$ cat config.mk
export PLATFORM = sky130hd
export DESIGN_NAME = buzzer_sos_pattern_gen_flat
export DESIGN_NICKNAME = d
export VERILOG_FILES = /design/src/rtl/buzzer_sos_pattern_gen_pkg.sv /design/src/rtl/buzzer_sos_pattern_gen_if.sv /design/src/rtl/buzzer_sos_pattern_gen_tone_gen.sv /design/src/rtl/buzzer_sos_pattern_gen.sv /design/src/flat_wrapper.sv
export SDC_FILE = /design/constraint.sdc
export NUM_CORES = 1
export LEC_CHECK = 0
export CAP_MARGIN = 20
export CORE_MARGIN = 4
export CORE_UTILIZATION = 56
export CTS_CLUSTER_DIAMETER = 200
export DETAILED_ROUTE_END_ITERATION = 16
export PLACE_DENSITY_LB_ADDON = 0.08
export SLEW_MARGIN = 5
export SYNTH_ARGS = -nofsm -noshare
export SYNTH_HDL_FRONTEND = slang
export SYNTH_SLANG_ARGS = --single-unit
$ cat constraint.sdc
create_clock -name CLK -period 2.3 [get_ports CLK]
set_input_delay 0.23 -clock CLK [delete_from_list [all_inputs] [get_ports CLK]]
set_output_delay 0.23 -clock CLK [all_outputs]
set_load 0.1 [all_outputs]
$ cat src/rtl/buzzer_sos_pattern_gen_pkg.sv
// Shared types, Morse timing constants and symbol-table lookups for the SOS buzzer.
// A pattern is nine symbols: dot dot dot, dash dash dash, dot dot dot.
package buzzer_pkg;

  typedef enum logic [1:0] {
    IDLE = 2'd0,
    ON   = 2'd1,
    OFF  = 2'd2
  } state_t;

  typedef logic [3:0]  sym_idx_t;
  typedef logic [27:0] cnt_t;

  localparam int SOS_SYMS         = 9;
  localparam int DOT_UNITS        = 1;
  localparam int DASH_UNITS       = 3;
  localparam int SYM_GAP_UNITS    = 1;
  localparam int LETTER_GAP_UNITS = 3;

  localparam sym_idx_t LAST_SYM = sym_idx_t'(SOS_SYMS - 1);

  // Symbols 3..5 form the "O" and are dashes; the rest are dots.
  function automatic cnt_t on_len(input sym_idx_t idx);
    cnt_t len;
    len = cnt_t'(DOT_UNITS);
    if (idx >= 4'd3 && idx <= 4'd5) begin
      len = cnt_t'(DASH_UNITS);
    end
    return len;
  endfunction

  // Silence after a symbol; the last symbol never reaches OFF.
  function automatic cnt_t gap_len(input sym_idx_t idx);
    cnt_t len;
    len = cnt_t'(SYM_GAP_UNITS);
    if (idx == 4'd2 || idx == 4'd5) begin
      len = cnt_t'(LETTER_GAP_UNITS);
    end
    return len;
  endfunction

endpackage

$ cat src/rtl/buzzer_sos_pattern_gen_if.sv
// Start pulse in, buzzer drive and status out; master is the SOS period controller side.
interface buzzer_sos_pattern_gen_if;
  import buzzer_pkg::*;

  logic     SOS_En_Sig;
  logic     Pin_Out;
  logic     Busy;
  logic     Done;
  sym_idx_t Sym_Idx;

  modport master (
    output SOS_En_Sig,
    input  Pin_Out,
    input  Busy,
    input  Done,
    input  Sym_Idx
  );

  modport slave (
    input  SOS_En_Sig,
    output Pin_Out,
    output Busy,
    output Done,
    output Sym_Idx
  );

endinterface

$ cat src/rtl/buzzer_sos_pattern_gen_tone_gen.sv
// Square-wave tone for a passive buzzer; output is forced low whenever not enabled.
// TONE_HALF = 0 gives a steady high while enabled, for an active buzzer.
module buzzer_tone_gen
  import buzzer_pkg::*;
#(
  parameter cnt_t TONE_HALF = 28'd25_000
) (
  input  logic CLK,
  input  logic RSTn,
  input  logic enable,
  input  logic restart,
  output logic tone
);

  cnt_t cnt_q, cnt_d;
  logic tone_q, tone_d;

  // enable/restart describe the cycle after the coming edge, so tone_q lines up with the FSM state.
  always_comb begin
    cnt_d  = cnt_q;
    tone_d = tone_q;
    if (!enable) begin
      cnt_d  = '0;
      tone_d = 1'b0;
    end else if (restart) begin
      cnt_d  = '0;
      tone_d = 1'b1;
    end else if (TONE_HALF == '0) begin
      tone_d = 1'b1;
    end else if (cnt_q == TONE_HALF - 28'd1) begin
      cnt_d  = '0;
      tone_d = ~tone_q;
    end else begin
      cnt_d  = cnt_q + 28'd1;
    end
  end

  always_ff @(posedge CLK) begin
    if (!RSTn) begin
      cnt_q  <= '0;
      tone_q <= 1'b0;
    end else begin
      cnt_q  <= cnt_d;
      tone_q <= tone_d;
    end
  end

  assign tone = tone_q;

endmodule

$ cat src/rtl/buzzer_sos_pattern_gen.sv
// Plays one Morse SOS on the buzzer pin for each start pulse accepted while idle.
// Sequencing lives here; the tone waveform comes from buzzer_tone_gen.
module buzzer_sos_pattern_gen
  import buzzer_pkg::*;
#(
  parameter cnt_t T_UNIT    = 28'd5_000_000,
  parameter cnt_t TONE_HALF = 28'd25_000
) (
  input  logic                      CLK,
  input  logic                      RSTn,
  buzzer_sos_pattern_gen_if.slave   bus
);

  state_t   state_q, state_d;
  sym_idx_t sym_q, sym_d;
  cnt_t     cyc_q, cyc_d;
  cnt_t     unit_q, unit_d;
  logic     busy_q, busy_d;
  logic     done_q, done_d;

  cnt_t     seg_len;
  logic     unit_last;
  logic     seg_last;
  logic     tone_enable;
  logic     tone_restart;
  logic     tone;

  assign seg_len   = (state_q == ON) ? on_len(sym_q) : gap_len(sym_q);
  assign unit_last = (cyc_q == T_UNIT - 28'd1);
  assign seg_last  = unit_last && (unit_q == seg_len - 28'd1);

  // NOTE: every always_comb output gets a default first, so no path can infer a latch.
  always_comb begin
    state_d = state_q;
    sym_d   = sym_q;
    cyc_d   = cyc_q;
    unit_d  = unit_q;
    done_d  = 1'b0;

    unique case (state_q)
      IDLE: begin
        if (bus.SOS_En_Sig) begin
          state_d = ON;
          sym_d   = '0;
          cyc_d   = '0;
          unit_d  = '0;
        end
      end

      ON, OFF: begin
        if (!unit_last) begin
          cyc_d = cyc_q + 28'd1;
        end else begin
          cyc_d = '0;
          if (!seg_last) begin
            unit_d = unit_q + 28'd1;
          end else begin
            unit_d = '0;
            if (state_q == OFF) begin
              state_d = ON;
              sym_d   = sym_q + 4'd1;
            end else if (sym_q == LAST_SYM) begin
              state_d = IDLE;
              sym_d   = '0;
              done_d  = 1'b1;
            end else begin
              state_d = OFF;
            end
          end
        end
      end

      default: begin
        state_d = IDLE;
        sym_d   = '0;
        cyc_d   = '0;
        unit_d  = '0;
      end
    endcase
  end

  // Outputs are registered from the next state so they change on the same edge as the FSM.
  assign busy_d       = (state_d != IDLE);
  assign tone_enable  = (state_d == ON);
  assign tone_restart = tone_enable && (state_q != ON);

  // NOTE: reset is synchronous (sampled only at the clock edge) and sequential state uses <= only.
  always_ff @(posedge CLK) begin
    if (!RSTn) begin
      state_q <= IDLE;
      sym_q   <= '0;
      cyc_q   <= '0;
      unit_q  <= '0;
      busy_q  <= 1'b0;
      done_q  <= 1'b0;
    end else begin
      state_q <= state_d;
      sym_q   <= sym_d;
      cyc_q   <= cyc_d;
      unit_q  <= unit_d;
      busy_q  <= busy_d;
      done_q  <= done_d;
    end
  end

  buzzer_tone_gen #(
    .TONE_HALF (TONE_HALF)
  ) u_tone (
    .CLK     (CLK),
    .RSTn    (RSTn),
    .enable  (tone_enable),
    .restart (tone_restart),
    .tone    (tone)
  );

  assign bus.Pin_Out = tone;
  assign bus.Busy    = busy_q;
  assign bus.Done    = done_q;
  assign bus.Sym_Idx = sym_q;

endmodule

$ cat src/flat_wrapper.sv
// flat-port wrapper written by rule: the top's interface ports become plain ports
module buzzer_sos_pattern_gen_flat import buzzer_pkg::*;
#(
  parameter cnt_t T_UNIT    = 28'd5_000_000,
  parameter cnt_t TONE_HALF = 28'd25_000
)
  (CLK, RSTn, bus_SOS_En_Sig, bus_Pin_Out, bus_Busy, bus_Done, bus_Sym_Idx);
  buzzer_sos_pattern_gen_if bus_i ();
  input  logic CLK;
  input  logic RSTn;
  input wire logic [$bits(bus_i.SOS_En_Sig)-1:0] bus_SOS_En_Sig;
  output wire logic [$bits(bus_i.Pin_Out)-1:0] bus_Pin_Out;
  output wire logic [$bits(bus_i.Busy)-1:0] bus_Busy;
  output wire logic [$bits(bus_i.Done)-1:0] bus_Done;
  output wire logic [$bits(bus_i.Sym_Idx)-1:0] bus_Sym_Idx;
  assign bus_i.SOS_En_Sig = bus_SOS_En_Sig;
  assign bus_Pin_Out = bus_i.Pin_Out;
  assign bus_Busy = bus_i.Busy;
  assign bus_Done = bus_i.Done;
  assign bus_Sym_Idx = bus_i.Sym_Idx;
  buzzer_sos_pattern_gen #(.T_UNIT(T_UNIT), .TONE_HALF(TONE_HALF)) u_core (.CLK(CLK), .RSTn(RSTn), .bus(bus_i));
endmodule
# == Word level (Yosys, flattened, before mapping) ==
# Index checks and enable logic that the tools add are counted.
# classes
add_sub_neg,5
order_cmp,2
eq_ne,14
mux,24
n_bitwise,6
n_reduce_logical,13
# ops
cell,count
two-way mux 28 bit,4
case mux 28 bit (2 select lines),2
adder 28 x 1 -> 28 bit (second input constant),3
equality test 28 x 15 -> 1 bit (second input constant),1
equality test 28 x 23 -> 1 bit (second input constant),1
equality test 28 bit,1
subtractor 28 x 1 -> 28 bit (second input constant),1
two-way mux 4 bit,5
two-way mux 2 bit,8
case mux 4 bit (2 select lines),1
!= test 2 x 1 -> 1 bit (second input constant),3
inverter 1 bit,6
OR reduction 5 bit,1
adder 4 x 1 -> 4 bit (second input constant),1
equality test 2 x 1 -> 1 bit (second input constant),2
equality test 4 x 2 -> 1 bit (second input constant),1
equality test 4 x 3 -> 1 bit (second input constant),1
equality test 4 bit (second input constant),1
greater-or-equal comparator 4 x 2 -> 1 bit (second input constant),1
less-or-equal comparator 4 x 3 -> 1 bit (second input constant),1
case mux 2 bit (2 select lines),1
AND reduction 2 bit,2
AND reduction 4 bit,1
nonzero test 2 bit,2
9 further kinds,13
# totals
reg_bits,93
input_bits,3
output_inout_bits,7
wordCells,72

# == Longest topological paths before layout ==
# logic_depth
word_depth,13
ltp_mapped,10
ltp_nobuf,8

# == Modules after synthesis ==
# Synthesis repeated with hierarchy kept, for this count alone.
# hier_totals
hier_cells,558
area_unflattened_um2,4640.7
# modules_own_cells
module,instances,cells_per_inst,area_per_inst_um2,seq_area_each_um2
buzzer_sos_pattern_gen,1,395,3261.9,1281.2
buzzer_tone_gen,1,163,1378.8,580.6

# == Least setup slack after synthesis ==
# No wires, ideal clock.
# synth_path
path_type,reg-to-reg
startpoint,"reg u_core.sym_q[0], in the netlist u_core.bus.Sym_Idx[0]"
endpoint,"reg u_core.sym_q[1], in the netlist u_core.bus.Sym_Idx[1]"
setup_time_ns,0.070
arrival_ns,2.910
t_required_ns,2.230
slack_ns,-0.680
stages_incl_launch_ff,9
n_path_buf,0
synth_period_minus_slack_ns,2.980
cell_sequence,dfxtp_1 > inv_1 > ha_1 > mux2i_1 > mux2i_1 > and2_1 > a21oi_2 > or4b_2 > a21oi_1
# synth_via
elab_chain_cells,9
elab_cells_between_ends,21
classes_between,2 x add/sub; 2 x order compare; 6 x eq/ne; 7 x mux; 4 x reduce/logical
# synth_lines
item,line,rtl
from (decl),buzzer_sos_pattern_gen.sv:15,"sym_idx_t sym_q, sym_d;"
from (signal assigned),buzzer_sos_pattern_gen.sv:98,sym_q <= sym_d;
greater-or-equal comparator 4 x 2 -> 1 bit (tied with other cells),buzzer_sos_pattern_gen_pkg.sv:26,if (idx >= 4'd3 && idx <= 4'd5) begin
logical AND 1 bit or logical OR 1 bit (tied branches),"buzzer_sos_pattern_gen_pkg.sv:26, buzzer_sos_pattern_gen_pkg.sv:36",
"two-way mux 2 bit, on equally long branches","buzzer_sos_pattern_gen_pkg.sv:26, buzzer_sos_pattern_gen_pkg.sv:36",
two-way mux 2 bit,buzzer_sos_pattern_gen.sv:28,assign seg_len = (state_q == ON) ? on_len(sym_q) : gap_len(sym_q);
subtractor 28 x 1 -> 28 bit,buzzer_sos_pattern_gen.sv:30,assign seg_last = unit_last && (unit_q == seg_len - 28'd1);
equality test 28 bit,buzzer_sos_pattern_gen.sv:30,
logical AND 1 bit,buzzer_sos_pattern_gen.sv:30,
!= test 2 x 1 -> 1 bit (no source line),--,
AND reduction 4 bit (no source line),--,
# Parallel ways exist; a longest one is shown, timed or not. The select of a mux whose other input is x is not followed.
# A chain may end at the register's enable or synchronous reset.

# == Final worst setup path ==
# layout_path
startpoint,reg u_core.cyc_q[1]
endpoint,"reg u_core.sym_q[1], in the netlist u_core.bus.Sym_Idx[1]"
# layout_via
elab_chain_cells,4
elab_cells_between_ends,5
classes_between,3 x eq/ne; 2 x reduce/logical
# layout_lines
item,line,rtl
from (decl),buzzer_sos_pattern_gen.sv:16,"cnt_t cyc_q, cyc_d;"
from (signal assigned),buzzer_sos_pattern_gen.sv:99,cyc_q <= cyc_d;
equality test 28 x 23 -> 1 bit (*),buzzer_sos_pattern_gen.sv:29,assign unit_last = (cyc_q == T_UNIT - 28'd1);
logical AND 1 bit,buzzer_sos_pattern_gen.sv:30,
!= test 2 x 1 -> 1 bit (no source line),--,
AND reduction 4 bit (no source line) (*),--,
# Every way passes the cells marked *; elsewhere a longest branch is shown, timed or not.

==> results_tabular.tex <==
\begin{tabular}{lr}
\hline
Metric & Value \\
\hline
\multicolumn{2}{l}{\textbf{Die}} \\
\# IOs & 10 \\
Floorplan die area & 10000 um\^{}2 \\
Overall die width & 100 um \\
Effective utilization at floorplan & 57.6\% \\
Std cell rows & 33 \\
Core Region & 8260 um\^{}2 \\
Die Span Y & 100 um \\
\multicolumn{2}{l}{\textbf{Setup path}} \\
Maximum fanout along the worst path & 3 \\
Cell depth of the worst flop-to-flop path & 8 \\
Maximum single-stage delay on the critical path & 0.69 ns \\
Cell mode on critical path & sky130\_fd\_sc\_hd\_\_a21oi\_2 \\
Critical Path Slowest Stage Cell & sky130\_fd\_sc\_hd\_\_or4b\_2 \\
Critical path data arrival time & 2.77 ns \\
Crit-path cells & ha\_4, nand3\_2, or4\_4, buf\_6, nor4\_4, a21oi\_2, or4b\_2, a21oi\_2 \\
Element type at the critical path end & flop \\
Origin of the critical flop-to-flop path & u\_core.cyc\_q[1] \\
Data required time at the worst endpoint & 2.60 ns \\
Kind of critical path & reg2reg \\
Dominant delay contributor by cell family on the critical path & simple AND/OR/NAND/NOR gates \\
Number of buffers and inverters on the critical path & 1 \\
Critical path origin & u\_core.cyc\_q[1] \\
Type of element launching the critical path & flop \\
Instance count on the critical path & 8 \\
\multicolumn{2}{l}{\textbf{Clocking}} \\
Deepest level of the CTS H-tree & 3 \\
Clock buffer count from CTS & 9 \\
Clock root buffer master & sky130\_fd\_sc\_hd\_\_clkbuf\_8 \\
Number of clock sinks & 93 \\
Worst skew pair latency & 0.37 ns \\
CTS Buffer Depth & 2 \\
TritonCTS clock tree & yes \\
Register clock-pin slew on the reported worst setup and hold paths & 0.09 ns \\
\multicolumn{2}{l}{\textbf{Synth}} \\
Complex-gate fraction of the synthesized area & 4.42\% \\
Simple-Gate Fraction of Synth Area & 35.0\% \\
Number of flops mapped to enable cells by yosys & 0 \\
Yosys cell types & 48 \\
Proportion of register bits with asynchronous set or reset after synthesis & 0\% \\
Number of synthesized register bits & 93 \\
Largest family of logic cells by synthesized area & simple AND/OR/NAND/NOR gates \\
Top flip-flop cell by instance count after synthesis & sky130\_fd\_sc\_hd\_\_dfxtp\_1 \\
Largest cells by area after synthesis & sky130\_fd\_sc\_hd\_\_dfxtp\_1 (39\%), sky130\_fd\_sc\_hd\_\_xor2\_1 (7.5\%), sky130\_fd\_sc\_hd\_\_xnor2\_1 (7.0\%) \\
Yosys top cell by area & sky130\_fd\_sc\_hd\_\_dfxtp\_1 \\
Share of synthesized area occupied by flip-flops and latches & 39.1\% \\
Post-synthesis cell area & 4760 um\^{}2 \\
Count of warnings emitted by yosys & 0 \\
Multiplexer share of the synthesized area & 0.868\% \\
Area share of the leading cell type in the synthesized netlist & 39.1\% \\
Gate Count Post-Synth & 554 \\
Post-Syn Area per Cell & 8.59 um\^{}2 \\
Area share of fa/ha/maj cells after synthesis & 2.89\% \\
Synth Area in XOR/XNOR & 14.5\% \\
Net count after synthesis & 568 \\
\multicolumn{2}{l}{\textbf{Placed design}} \\
Worst slack at placement & -0.208 ns \\
Final HPWL DP & 7800 um \\
Area after DPL & 5620 um\^{}2 \\
Port buffer count & 9 \\
Placed Cells incl. Taps & 729 \\
Routability congestion estimate & 0.873 \\
\multicolumn{2}{l}{\textbf{STA}} \\
Hold Violations, Final & 0 \\
Worst rel slew slack & 63.4\% \\
Final Worst Setup Slack & -0.173 ns \\
Setup Viol. Count Final & 33 \\
Final critical-path share of the clock period & 108\% \\
RSZ-0062 raised after global routing & true \\
Max-slew violation count & 0 \\
Worst Skew & 0.00985 ns \\
Final worst path period need & 2.47 ns \\
Highest clock rate & 404 MHz \\
Slew at the pin closest to its max-slew limit & 0.544 ns \\
Accumulated negative setup slack & -2.77 ns \\
Hold slack & 0.483 ns \\
\multicolumn{2}{l}{\textbf{Power}} \\
Sw frac & 26.5\% \\
Clock power share & 37.9\% \\
Total power draw & 3.25 mW \\
Reported net switching power & 0.862 mW \\
Power share of the sequential group & 50.0\% \\
Maximum vdd ir drop & 0.324 mV \\
LEAKAGE & 2.20 nW \\
Internal & 2.39 mW \\
Part of the total power dissipated in combinational logic & 12.1\% \\
Power Density & 525 nW/um\^{}2 \\
\multicolumn{2}{l}{\textbf{Job}} \\
Max-cap violation count & 0 \\
\multicolumn{2}{l}{\textbf{Min path}} \\
Number of stages on the worst hold path & 1 \\
Hold/Removal Path Class & reg2reg \\
Beginning of the worst hold path & u\_core.u\_tone.cnt\_q[0] \\
\multicolumn{2}{l}{\textbf{Layout}} \\
Most frequent cells in the layout & sky130\_fd\_sc\_hd\_\_buf\_4 (87), sky130\_fd\_sc\_hd\_\_dfxtp\_1 (87), sky130\_fd\_sc\_hd\_\_nor2\_1 (77), sky130\_fd\_sc\_hd\_\_xor2\_1 (41), sky130\_fd\_sc\_hd\_\_nand3\_1 (39) \\
Finished layout cell area & 6200 um\^{}2 \\
Number of nets in the final layout & 662 \\
Post-Route Utilization & 75.1\% \\
Diode count & 0 \\
Fraction of final layout cells sized beyond drive strength 1 & 29.1\% \\
Number of standard cells in the final layout excluding fillers & 758 \\
Signed area change from the synthesized netlist to the final layout & 30.3\% \\
\multicolumn{2}{l}{\textbf{Routing}} \\
Number of vias after detailed routing & 4348 \\
Residual DRC count & 0 \\
Number of nets still failing antenna checks after routing & 0 \\
Via count normalized by instance count & 5.74 \\
Final WL & 11500 um \\
Initial DRC Count & 193 \\
Routed len/inst & 15.2 um \\
Detailed-router iteration count before antenna repair & 4 \\
\multicolumn{2}{l}{\textbf{Global routing}} \\
Initial antenna violation count & 0 \\
First-pass GRT wire length & 19500 um \\
Vias in the first global route & 4238 \\
Global routing usage summed across all routing layers & 23.6\% \\
Aggregate global routing overflow & 0 \\
Largest net degree at the start of global routing & 29 \\
\multicolumn{2}{l}{\textbf{Status}} \\
Violated checks & setup timing \\
Status & finished with violations \\
\hline
\end{tabular}
-- registers in the layout, indices dropped and copies added (netlist names) --
signal and count:
u_core.u_tone.tone 1, u_core.unit_q 28, u_core.state_q 2, u_core.cyc_q 28, u_core.bus.Done 1, u_core.u_tone.cnt_q 28
u_core.bus.Sym_Idx 4, u_core.bus.Busy 1
-- final timing paths --
path	to	slack, ns
worst max-delay path	u_core.bus.Sym_Idx[1]	-0.17
worst min-delay path	u_core.u_tone.cnt_q[0]	0.48
worst max register to register	u_core.bus.Sym_Idx[1]	-0.17
worst min register to register	u_core.u_tone.cnt_q[0]	0.48
-- worst reg2reg max path, stage by stage (launching register included) --
cell and delay, ns:
sky130_fd_sc_hd__dfxtp_2 0.36, sky130_fd_sc_hd__ha_4 0.14, sky130_fd_sc_hd__nand3_2 0.07, sky130_fd_sc_hd__or4_4 0.51, sky130_fd_sc_hd__buf_6 0.15, sky130_fd_sc_hd__nor4_4 0.21
sky130_fd_sc_hd__a21oi_2 0.12, sky130_fd_sc_hd__or4b_2 0.69, sky130_fd_sc_hd__a21oi_2 0.16
-- metal layers --
layer / GRT usage (%) / routed length (um)
met1: 31.5 / 5240
met2: 38.1 / 5480
met3: 4.45 / 552
met4: 8.70 / 254
met5: 0 / 0
-- cell usage after synthesis, drive strengths merged, types with 2 or more instances --
cell     n
and4     4
nor4    25
nor4b    4
inv     13
ha      11
and3    14
nor3    43
nor3b    3
a31oi    2
o41ai    2
nand4   27
nand2b   4
buf      9
and2     2
or4b     2
nor2b    2
a21oi    9
clkbuf  12
dfxtp   93
nor2    80
or3      4
o21ai    7
o21a     3
nand3b   2
xor2    41
or4      3
nand4b   3
nand3   41
mux2i    3
nand2   39
xnor2   38
-- repair_timing --
| item | CTS | global route |
|---|---|---|
| resized for setup | 26 | 21 |
| endpoints found under the setup margin | 60 | 76 |
| pin swaps | 13 | 8 |
| hold buffers | 0 | 0 |
| cloned | 3 | 0 |
| setup buffers | 9 | 3 |
-- power groups by stage --
stage | logic, mW | registers (mW) | clock network, mW
final | 0.394 | 1.63 | 1.23
after floorplan | 0.165 | 1.69 | 0
after global routing | 0.419 | 1.63 | 1.30
after CTS | 0.382 | 1.63 | 1.24
after global placement | 0.316 | 1.67 | 0
after detailed placement | 0.321 | 1.67 | 0
-- cell families after synthesis --
kind of cell,after synthesis
flip-flops,93
buffers and inverters,34
adder cells (fa/ha/maj),11
AND/OR/NAND/NOR,303
AO/OA/AOI/OAI,30
XOR/XNOR,79
multiplexers,4
-- cell type report --
| type | count | area, um^2 |
|---|---|---|
| clock buffer | 9 | 124 |
| tap | 105 | 131 |
| multi-input combinational | 427 | 3000 |
| clock inverter | 7 | 97.6 |
| fill | 590 | 2060 |
| timing repair buffer | 104 | 918 |
| sequential | 93 | 1880 |
| inverter | 13 | 48.8 |
Note: power is estimated with default switching activity, not from simulation.
